--- config.mk ---
export PLATFORM = sky130hd
export DESIGN_NAME = alu_seq_nbit
export DESIGN_NICKNAME = d
export VERILOG_FILES = /design/src/rtl/alu_seq_nbit.sv
export SDC_FILE = /design/constraint.sdc
export NUM_CORES = 1
export LEC_CHECK = 0
export CORE_ASPECT_RATIO = 1.2
export CORE_MARGIN = 4
export CORE_UTILIZATION = 61
export CTS_CLUSTER_DIAMETER = 80
export DETAILED_ROUTE_END_ITERATION = 16
export GPL_TIMING_DRIVEN = 1
export PLACE_DENSITY = 0.79
export SKIP_LAST_GASP = 1
export SYNTH_ARGS = -nofsm -noshare
export SYNTH_HDL_FRONTEND = slang
export SYNTH_SLANG_ARGS = --single-unit
export TNS_END_PERCENT = 5
--- constraint.sdc ---
create_clock -name clk -period 4.7 [get_ports clk]
set_clock_uncertainty 0.2 [all_clocks]
set_input_delay 0.705 -clock clk [delete_from_list [all_inputs] [get_ports clk]]
set_output_delay 0.705 -clock clk [all_outputs]
set_load 0.05 [all_outputs]
--- src/rtl/alu_seq_nbit.sv ---
// alu_seq_nbit: registered N-bit ALU with a persistent {V,C,N,Z} status
// register, carry-chained ADC/SBC, and a WIDTH-cycle shift-add multiplier
// behind a valid/ready handshake.
module alu_seq_nbit #(
    parameter int WIDTH = 16
) (
    input  logic             clk,
    input  logic             rst,
    input  logic             in_valid,
    output logic             in_ready,
    input  logic [WIDTH-1:0] a,
    input  logic [WIDTH-1:0] b,
    input  logic [2:0]       ALUOp,
    output logic [WIDTH-1:0] result,
    output logic             out_valid,
    output logic [3:0]       sreg
);

    typedef enum logic [2:0] {
        OP_AND = 3'b000,
        OP_OR  = 3'b001,
        OP_ADD = 3'b010,
        OP_ADC = 3'b011,
        OP_XOR = 3'b100,
        OP_MUL = 3'b101,
        OP_SUB = 3'b110,
        OP_SBC = 3'b111
    } op_e;

    typedef enum logic {
        S_IDLE,
        S_MUL
    } state_e;

    localparam int CW = $clog2(WIDTH);

    state_e             state_q, state_d;
    logic [CW-1:0]      cnt_q, cnt_d;
    logic [2*WIDTH-1:0] mcand_q, mcand_d;
    logic [WIDTH-1:0]   mplier_q, mplier_d;
    logic [2*WIDTH-1:0] acc_q, acc_d;
    logic [WIDTH-1:0]   result_q, result_d;
    logic [3:0]         sreg_q, sreg_d;
    logic               out_valid_q, out_valid_d;

    // Single-cycle datapath: operand conditioning, adder and logic ops.
    logic             sub_op;
    logic             cin;
    logic [WIDTH-1:0] b_x;
    logic [WIDTH:0]   sum_w;
    logic [WIDTH-1:0] alu_res;
    logic             alu_c;
    logic             alu_v;
    logic [2*WIDTH-1:0] acc_step;

    // Combinational ALU result and flags for the non-multiply operations.
    always_comb begin
        // NOTE: every variable gets a default first so no path leaves it unassigned (no latch).
        sub_op  = ALUOp[2] & ALUOp[1];
        b_x     = sub_op ? ~b : b;
        // ADC/SBC chain the stored carry; SUB injects the +1 of two's complement.
        cin     = (ALUOp[1] & ALUOp[0]) ? sreg_q[2] : sub_op;
        sum_w   = {1'b0, a} + {1'b0, b_x} + {{WIDTH{1'b0}}, cin};
        alu_res = '0;
        alu_c   = 1'b0;
        alu_v   = 1'b0;
        case (op_e'(ALUOp))
            OP_AND: alu_res = a & b;
            OP_OR:  alu_res = a | b;
            OP_XOR: alu_res = a ^ b;
            OP_ADD, OP_ADC, OP_SUB, OP_SBC: begin
                alu_res = sum_w[WIDTH-1:0];
                alu_c   = sum_w[WIDTH];
                alu_v   = (a[WIDTH-1] == b_x[WIDTH-1]) & (sum_w[WIDTH-1] != a[WIDTH-1]);
            end
            default: alu_res = '0;
        endcase
    end

    // One shift-add step: add the shifted multiplicand when the multiplier LSB is set.
    always_comb begin
        acc_step = mplier_q[0] ? (acc_q + mcand_q) : acc_q;
    end

    // Next-state and datapath-register update for the IDLE/MUL controller.
    always_comb begin
        state_d     = state_q;
        cnt_d       = cnt_q;
        mcand_d     = mcand_q;
        mplier_d    = mplier_q;
        acc_d       = acc_q;
        result_d    = result_q;
        sreg_d      = sreg_q;
        out_valid_d = 1'b0;
        case (state_q)
            S_IDLE: begin
                if (in_valid) begin
                    if (op_e'(ALUOp) == OP_MUL) begin
                        mcand_d  = {{WIDTH{1'b0}}, a};
                        mplier_d = b;
                        acc_d    = '0;
                        cnt_d    = '0;
                        state_d  = S_MUL;
                    end else begin
                        result_d    = alu_res;
                        sreg_d      = {alu_v, alu_c, alu_res[WIDTH-1], (alu_res == '0)};
                        out_valid_d = 1'b1;
                    end
                end
            end
            S_MUL: begin
                acc_d    = acc_step;
                mcand_d  = mcand_q << 1;
                mplier_d = mplier_q >> 1;
                if (cnt_q == CW'(WIDTH - 1)) begin
                    // Last step: commit the low half; C flags a truncated product.
                    result_d    = acc_step[WIDTH-1:0];
                    sreg_d      = {1'b0, (acc_step[2*WIDTH-1:WIDTH] != '0),
                                   acc_step[WIDTH-1], (acc_step[WIDTH-1:0] == '0)};
                    out_valid_d = 1'b1;
                    cnt_d       = '0;
                    state_d     = S_IDLE;
                end else begin
                    cnt_d = cnt_q + CW'(1);
                end
            end
            default: state_d = S_IDLE;
        endcase
    end

    // State and datapath registers; reset aborts any multiply in flight.
    always_ff @(posedge clk or posedge rst) begin
        if (rst) begin
            // NOTE: multiplier working registers are reset too, so an aborted MUL leaves nothing stale.
            state_q     <= S_IDLE;
            cnt_q       <= '0;
            mcand_q     <= '0;
            mplier_q    <= '0;
            acc_q       <= '0;
            result_q    <= '0;
            sreg_q      <= 4'b0000;
            out_valid_q <= 1'b0;
        end else begin
            // NOTE: non-blocking assignments so every flop samples pre-edge values.
            state_q     <= state_d;
            cnt_q       <= cnt_d;
            mcand_q     <= mcand_d;
            mplier_q    <= mplier_d;
            acc_q       <= acc_d;
            result_q    <= result_d;
            sreg_q      <= sreg_d;
            out_valid_q <= out_valid_d;
        end
    end

    assign in_ready  = (state_q == S_IDLE);
    assign result    = result_q;
    assign sreg      = sreg_q;
    assign out_valid = out_valid_q;

endmodule
==> metrics.cfg, run 1 <==
[outcome]
outcome = complete, no violations

[cts]
clkTransAtPathRegs_ns = 0.07
htree_levels = 3
cts_tree = yes
clk_latency_ns = 0.36
clockBufferDepth = 2
clock-sinks = 105
cts_root_buffer = clkbuf_16
cts_made_buffers = 9

[worst_hold_path]
min-delay-path-class = reg -> reg

[logic_synthesis]
synth_edf_count = 0
syn_nets = 1200
synth_warnings = 0
synth_cells = 1080
async_reset_ff_frac = 1.000
ys_seq_elements = 105
synth_cell_types = 79
ys_seq_area_frac = 0.3007
syn_area_um2 = 8738
synth_ff_type = dfrtp_1
syn_area_per_cell_um2 = 8.091

[power]
power.density_nw_per_um2 = 512.2
leakage_nw = 4.523
total_power_mw = 5.027
ir_drop_mv = 0.2660

[placed_design]
portBuffers = 59
finalWeightedCongestion = 0.9439
dpl.hpwl_um = 18110

[die]
die_area_um2 = 16310
die_h_um = 139.1
pin_count = 60
rows = 47
core_um2 = 13940
die_w_um = 117.3
start_util = 0.6270

[critical_path]
critPathLaunchType = input pin
worstPathArrival_ns = 4.48
crit_path_max_fanout = 4
crit_type = in -> reg
required_ns = 4.73
worst_setup_path_end_kind = flop

[final_layout]
synthToLayoutAreaGrowth_pct = 12.31
n_antenna_cell = 0
final_nets = 1242
postLayoutCoreUtil = 0.7042
drive_above_1_share = 0.07986
fill_cells = 1154

[sta]
fmax_mhz = 224.7
final-hold-violation-count = 0
setup_viol = 0
hold_slack_ns = 0.2914
rsz0062_at_grt = false
relSlewSlack = 0.3130
min_period_ns = 4.450
period_share = 0.9469
worst_pin_slew_ns = 1.031
drv_slew = 0

[drt]
drt-total-wl_um = 23680
drt_pass1_iterations = 5
avgRoutedWirePerCell_um = 18.24
drtIter0Drc = 756
via_per_inst = 6.201
drc = 0
ant_nets = 0
vias = 8049

[global_route]
antenna_found_initial = 0
grt-ovfl-total = 0
grt_pass1_wl_um = 38330
grt_pass1_vias = 7741
grtUsageTotal = 0.2954
grt_start_max_net_pins = 85

[job]
cap_violations = 0

-- metal layers --
metal / GRT usage / routed length [um] / up-vias
li1: - / - / 3930
met1: 0.3605 / 9790 / 3816
met2: 0.5048 / 11910 / 244
met3: 0.04234 / 851 / 59
met4: 0.1365 / 1122 / 0
met5: 0 / 0 / -
-- timing repair --
action / 4_1_cts / 5_1_grt
endpoints found under the hold margin: 0 / 0
setup buffers: 0 / 0
resized for setup: 0 / 2
hold buffers: 0 / 0
setup endpoints to repair: 0 / 1
-- path summary, 6_finish.rpt --
kind	startpoint	end	slack (ns)	cells after the start
setup / recovery	ALUOp[2]	sreg[2]	0.25	17
hold / removal	mplier_q[1]	mplier_q[0]	0.29	2
hold reg to reg	mplier_q[1]	mplier_q[0]	0.29	2
setup reg to reg	sreg[2]	sreg[2]	0.68	15
min in group asynchronous	rst	mcand_q[19]	0.68	2
max in group asynchronous	rst	result[13]	2.77	3
-- worst max-delay path, cell delays in order --
cell and delay [ns]:
clkdlybuf4s50_1 0.46, nor2b_1 0.17, a21oi_1 0.13, nor2b_1 0.08, fa_1 0.41, fa_1 0.43
a211oi_2 0.28, o21bai_1 0.13, a41o_1 0.26, o31a_1 0.29, o41ai_2 0.30, buf_4 0.16
nand3b_1 0.08, nor4_2 0.13, nand4_1 0.14, a2111oi_2 0.22, a31oi_1 0.12
-- cells in the mapped netlist, types with 7 or more instances --
cell type,number,area share
xnor2_1,38,0.038
o21bai_1,7,0.0060
a21oi_1,99,0.057
a31oi_1,15,0.011
mux2_2,11,0.014
o22ai_1,9,0.0064
a21o_1,24,0.021
nand4_1,10,0.0072
mux2i_1,20,0.023
a211oi_1,25,0.021
nand3_1,18,0.010
nand2_1,154,0.066
xor2_1,12,0.012
nor2b_1,10,0.0072
and3_1,10,0.0072
and2_1,7,0.0050
nor2_1,90,0.039
nor3_1,10,0.0057
o21ai_0,97,0.056
ha_1,79,0.11
dfrtp_1,105,0.30
inv_1,57,0.024
clkbuf_1,47,0.020
-- final cells by class --
type	count	area [um^2]	area share
Multi-Input combinational cell	856	5613	0.5719
Sequential cell	105	2633	0.2682
Timing Repair Buffer	93	858.3	0.08746
Clock buffer	10	229.0	0.02333
Inverter	57	216.5	0.02206
Tap cell	171	214.0	0.02180
Clock inverter	6	51.30	0.005227
-- kinds of logic (layout without fill, tap and decap cells) --
| logic type | after synthesis | after routing | share of synthesized area |
|---|---|---|---|
| AO/OA/AOI/OAI | 342 | 342 | 0.2497 |
| XOR/XNOR | 50 | 50 | 0.05011 |
| adder cells (fa/ha/maj) | 82 | 82 | 0.1200 |
| buffers and inverters | 119 | 166 | 0.05871 |
| flip-flops | 105 | 105 | 0.3007 |
| multiplexers | 31 | 31 | 0.03708 |
| AND/OR/NAND/NOR | 351 | 351 | 0.1837 |
-- state kept, by name, summed over array words and instances (netlist names) --
signal,count
state_q,1
result,15
mcand_q,32
acc_q,32
out_valid,1
sreg,4
mplier_q,16
cnt_q,4
-- layout by cell type, fill, tap and decap left out, types with 4 or more instances in the layout --
master           count
a311oi_1             6
a21oi_1             99
nor2b_1             10
nand4_1             10
clkbuf_16            9
mux2i_1             20
and3_1              10
nor4_1               4
nand2_1            153
xor2_1              12
ha_1                79
nor2_1              90
a211oi_1            24
dfrtp_1            103
nand3b_1             5
nand2b_1             6
a21o_1              24
o22ai_1              9
xnor2_1             38
and2_1               7
clkdlybuf4s50_1     59
a31oi_1             15
buf_4               33
nand3_1             18
mux2_2              11
o21a_1               6
nor3_1              10
inv_1               56
or3_1                5
o21bai_1             7
o211ai_1             5
o21ai_0             97
-- power by group --
part / leakage [nW] / internal [mW] / switching [mW]
clock: 0.134 / 0.367 / 0.370
combinational: 3.02 / 1.04 / 1.68
sequential: 1.37 / 1.23 / 0.340
-- per-stage QoR --
step / area, um^2 / cells / worst slack [ns] / setup TNS [ns]
2_1_floorplan: 8755 / 1080 / 0.07194 / 0
3_3_place_gp: 9522 / 1282 / -0.1569 / -0.1569
3_5_place_dp: 9522 / 1282 / -0.2745 / -0.2745
5_1_grt: 9814 / 1298 / 0.008541 / 0
4_1_cts: 9802 / 1298 / 0.08404 / 0
6_report: 9814 / 1298 / 0.2498 / 0
(Power assumes the default switching activity.)
==> run 2: changes to the inputs <==
- TNS_END_PERCENT: 5 -> 1
==> results of run 2 <==
Same layout as run 1: the final DEF is identical, and so are final timing and power.
